### src/rtl/write_burst_req_ctrl.sv
// Write burst request controller: waits for enough FIFO data, issues one AXI
// write burst at a time and reports normal/tail burst completion per frame.
module write_burst_req_ctrl #(
  parameter int unsigned NOR_BURST_LEN = 200,
  parameter int unsigned LSIZE         = 9,
  parameter int unsigned CSIZE         = 12
) (
  input  logic             clock,
  input  logic             rst,
  input  logic             fsync,
  input  logic [CSIZE-1:0] fifo_count,
  input  logic             tail_status,
  input  logic [LSIZE-1:0] tail_len,
  input  logic             tail_leave,
  output logic             burst_req,
  output logic [LSIZE-1:0] burst_len,
  input  logic             burst_ack,
  input  logic             burst_resp,
  output logic             burst_done,
  output logic             tail_done,
  output logic             frame_busy,
  output logic [15:0]      burst_cnt,
  output logic             overrun
);

  localparam int unsigned CW = (CSIZE > LSIZE) ? CSIZE : LSIZE;

  typedef enum logic [2:0] {
    IDLE      = 3'd0,
    SETTLE    = 3'd1,
    WAIT_DATA = 3'd2,
    REQ       = 3'd3,
    WAIT_RESP = 3'd4
  } state_t;

  state_t           state;
  logic             pending;
  logic             is_tail;
  logic [LSIZE-1:0] need_c;
  logic             data_ok_c;

  // Beats required for the next burst and whether the FIFO already holds them
  always_comb begin
    need_c    = tail_status ? tail_len : LSIZE'(NOR_BURST_LEN);
    data_ok_c = CW'(fifo_count) >= CW'(need_c);
  end

  always_ff @(posedge clock) begin
    if (rst) begin
      state      <= IDLE;
      burst_req  <= 1'b0;
      burst_len  <= '0;
      burst_done <= 1'b0;
      tail_done  <= 1'b0;
      frame_busy <= 1'b0;
      burst_cnt  <= '0;
      overrun    <= 1'b0;
      pending    <= 1'b0;
      is_tail    <= 1'b0;
    end else begin
      burst_done <= 1'b0;
      tail_done  <= 1'b0;
      case (state)
        IDLE: begin
          if (fsync) begin
            state      <= SETTLE;
            frame_busy <= 1'b1;
            burst_cnt  <= '0;
          end
        end
        SETTLE: begin
          if (fsync) burst_cnt <= '0;
          else       state     <= WAIT_DATA;
        end
        WAIT_DATA: begin
          if (fsync) begin
            burst_cnt <= '0;
            state     <= SETTLE;
          end else if (!tail_leave) begin
            frame_busy <= 1'b0;
            state      <= IDLE;
          end else if (tail_status && (tail_len == '0)) begin
            // Empty tail: nothing to transfer, just acknowledge it upstream
            tail_done <= 1'b1;
            state     <= SETTLE;
          end else if (data_ok_c) begin
            burst_req <= 1'b1;
            burst_len <= need_c;
            is_tail   <= tail_status;
            state     <= REQ;
          end
        end
        REQ: begin
          if (fsync) begin
            overrun <= 1'b1;
            pending <= 1'b1;
          end
          if (burst_ack) begin
            burst_req <= 1'b0;
            state     <= WAIT_RESP;
          end
        end
        WAIT_RESP: begin
          if (fsync) begin
            overrun <= 1'b1;
            pending <= 1'b1;
          end
          if (burst_resp) begin
            state <= SETTLE;
            // A frame restart seen during the burst discards its completion
            if (pending || fsync) begin
              burst_cnt <= '0;
              pending   <= 1'b0;
            end else begin
              burst_done <= ~is_tail;
              tail_done  <= is_tail;
              if (burst_cnt != 16'hFFFF) burst_cnt <= burst_cnt + 16'd1;
            end
          end
        end
        default: state <= IDLE;
      endcase
    end
  end

endmodule
### config.mk
export PLATFORM = sky130hd
export DESIGN_NAME = write_burst_req_ctrl
export DESIGN_NICKNAME = d
export VERILOG_FILES = /design/src/rtl/write_burst_req_ctrl.sv
export SDC_FILE = /design/constraint.sdc
export NUM_CORES = 1
export LEC_CHECK = 0
export CORE_MARGIN = 4
export CORE_UTILIZATION = 30
export DETAILED_ROUTE_END_ITERATION = 8
export GPL_ROUTABILITY_DRIVEN = 0
export PLACE_DENSITY = 0.62
export SKIP_CTS_REPAIR_TIMING = 1
export SLEW_MARGIN = 10
export SYNTH_ARGS = -nofsm -noshare
export SYNTH_HDL_FRONTEND = slang
export SYNTH_SLANG_ARGS = --single-unit
### constraint.sdc
create_clock -name clock -period 2.65 [get_ports clock]
set_clock_uncertainty 0.05 [all_clocks]
set_input_delay 0.795 -clock clock [delete_from_list [all_inputs] [get_ports clock]]
set_output_delay 0.795 -clock clock [all_outputs]
set_load 0.02 [all_outputs]
==> flow_metrics.tcl <==
set metrics [dict create \
    status "complete, no violations" \
    wl_met1_mm 2.84 \
    n_antenna_cell 0 \
    worst-slew-pin-transition_ns 0.582 \
    p_leak_nw 1.04 \
    num-nets-final 360 \
    power.density_nw_per_um2 381 \
    drc 0 \
    dp_hpwl_mm 4.33 \
    p_sw_frac 0.240 \
    hp-class "register to register" \
    p_comb_frac 0.155 \
    internal_power_mw 0.864 \
    syn_nets 282 \
    synth_seq_area_share 0.348 \
    synth_edf_count 0 \
    fp.dieW_um 89.9 \
    syn_area_per_cell_um2 8.25 \
    synth_flop_cell "dfxtp_1" \
    finalCritPeriodShare 0.969 \
    first_iter_violations 57 \
    grt.total_usage 0.140 \
    async_flop_share 0 \
    drt-vias-per-instance 5.34 \
    finalPower_mw 1.14 \
    cts_buffers 5 \
    wl_met3_um 226 \
    syn_area_um2 2010 \
    io_buffers 57 \
    synth_area_leaders "dfxtp_1 (35%), a21oi_1 (6.5%), ha_1 (6.2%)" \
    clkLatencyLatePin_ns 0.28 \
    drv_cap 0 \
    wl_per_cell_um 14.7 \
    layout-drive-gt1-share 0.161 \
    vdd_drop_max_mv 0.168 \
    clock-sinks 35 \
    slew_viol_final 0 \
    ant_nets 0 \
    grt_max_degree 17 \
    cts_root_buf "clkbuf_8" \
    p_clk_frac 0.368 \
    synth_cell_types 55 \
    hold_slack_ns 0.401 \
    min_path_cells 2 \
    worstPathRequired_ns 2.82 \
    grt_pass1_vias 2049 \
    io_pins 58 \
    fin_crit_ns 2.57 \
    relSlewSlack 0.609 \
    area_growth_pct 48.3 \
    fin_area_um2 2990 \
    clkTransAtPathRegs_ns 0.07 \
    worst_slack_ns 0.0818 \
    die_area_um2 8090 \
    seqPwrFrac 0.477 \
    setup_viol 0 \
    arrival_ns 2.73 \
    placed_cells_incl_taps 390 \
    wirelength_mm 5.90 \
    grt_pass1_wl_mm 9.60 \
    crit_fanout 6 \
    dr_total_vias 2135 \
    num_rows 29 \
    yosysWarnings 0 \
    top_layer_used "met4" \
    hold_viol 0 \
    cpMaxStageDelayCell "clkdlybuf4s50_1" \
    synth_top_area_cell "dfxtp_1" \
    die_h_um 89.9 \
    drt_pass1_iterations 4 \
    fmax_mhz 389 \
    final.setup.tns_ns 0 \
    syn_inst 244 \
    yosys.area.top_type_share 0.348 \
    cts_tree "yes" \
    core_um2 6420 \
    cts_buffer_depth 2 \
    reg2regPathDepth 7 \
    p_sw_mw 0.273 \
    antenna_found_initial 0 \
    dpl-instance-area_um2 2800 \
    routed-wl-met2_mm 2.75 \
    fin_cells 400 \
    crit_path_end_kind "register" \
    critPathMaxStageDelay_ns 0.50 \
    dp_slack_ns -0.450 \
    path_cells "clkdlybuf4s50_1 > nand2_2 > ha_4 > nand2_1 > nor3_4 > a211oi_2 > buf_4 > or3_1 > a21oi_1" \
    critPathLaunchType "input pin" \
    worstSetupPathType "input pin to register" \
    ys_ff_latch 35 \
    fin_util 0.465 \
    start_util 0.313 \
    cts_max_level 2 \
    grt_overflow 0 \
]
==> final timing paths <==
path                                   start      endpoint  slack [ns]
worst min register to register       overrun       overrun        0.40
worst max-delay path             tail_len[5]  burst_len[2]        0.08
worst min-delay path                 overrun       overrun        0.40
worst max register to register  burst_cnt[0]  burst_cnt[7]        0.43
==> Yosys cell counts (all sizes together), types with 4 or more instances <==
cell and count:
buf 5, a311oi 7, clkbuf 7, inv 6, and2 5, nor2b 6, a21oi 26, or3 6
nand4 4, a31oi 6, nor2 18, nand3 16, o21ai 19, ha 10, nor4 6, nand2 18
dfxtp 35
==> power groups by stage <==
stage | Combinational (mW) | Clock (mW) | Sequential, mW
2_1_floorplan | 0.0674 | 0 | 0.554
3_3_place_gp | 0.157 | 0 | 0.554
3_5_place_dp | 0.159 | 0 | 0.554
4_1_cts | 0.159 | 0.433 | 0.542
5_1_grt | 0.192 | 0.456 | 0.542
6_report | 0.176 | 0.418 | 0.542
==> layout make-up <==
type | count | area, um2
fill | 629 | 3440
inverter | 6 | 22.5
timing repair buffer | 82 | 761
multi-input combinational | 192 | 1310
tap | 77 | 96.3
sequential | 35 | 701
clock buffer | 8 | 100
==> critical path: cells and delay by family <==
kind                       cells  cell delay [ns]
AOI/OAI and AO/OA              2             0.27
and+or+nand+nor                4             0.72
buffers and inverters          2             0.66
adders and majority gates      1             0.29
==> registers in the layout, summed over array words and instances, names as in the netlist <==
register	flops
state	3
tail_done	1
burst_req	1
frame_busy	1
is_tail	1
burst_done	1
pending	1
burst_cnt	16
burst_len	9
overrun	1
==> layout by cell type, fill, tap and decap left out, drive strengths merged, types with 2 or more instances in the layout <==
cell / instances
a211o: 2
a211oi: 2
a21oi: 26
a311oi: 7
a31oi: 6
a41oi: 2
and2: 5
and3: 2
and4: 2
buf: 25
clkbuf: 8
clkdlybuf4s50: 56
dfxtp: 35
ha: 10
inv: 6
nand2: 18
nand2b: 3
nand3: 16
nand4: 4
nor2: 18
nor2b: 6
nor3: 3
nor3b: 3
nor4: 6
o211a: 2
o211ai: 2
o21ai: 19
o31ai: 2
or3: 6
or3b: 3
xnor2: 2
xor2: 3
==> routing by layer <==
layer,global-route usage,up-vias
met1,0.187,990
met5,0,-
met2,0.229,63
met3,0.0250,7
met4,0.0421,0
li1,-,1075
==> kinds of logic after synthesis <==
logic type,synth area share
AO/OA/AOI/OAI,0.244
adder cells (fa/ha/maj),0.0622
multiplexers,0.00497
buffers and inverters,0.0435
AND/OR/NAND/NOR,0.275
XOR/XNOR,0.0218
flip-flops,0.348
Power figures use the tool's default switching activity.
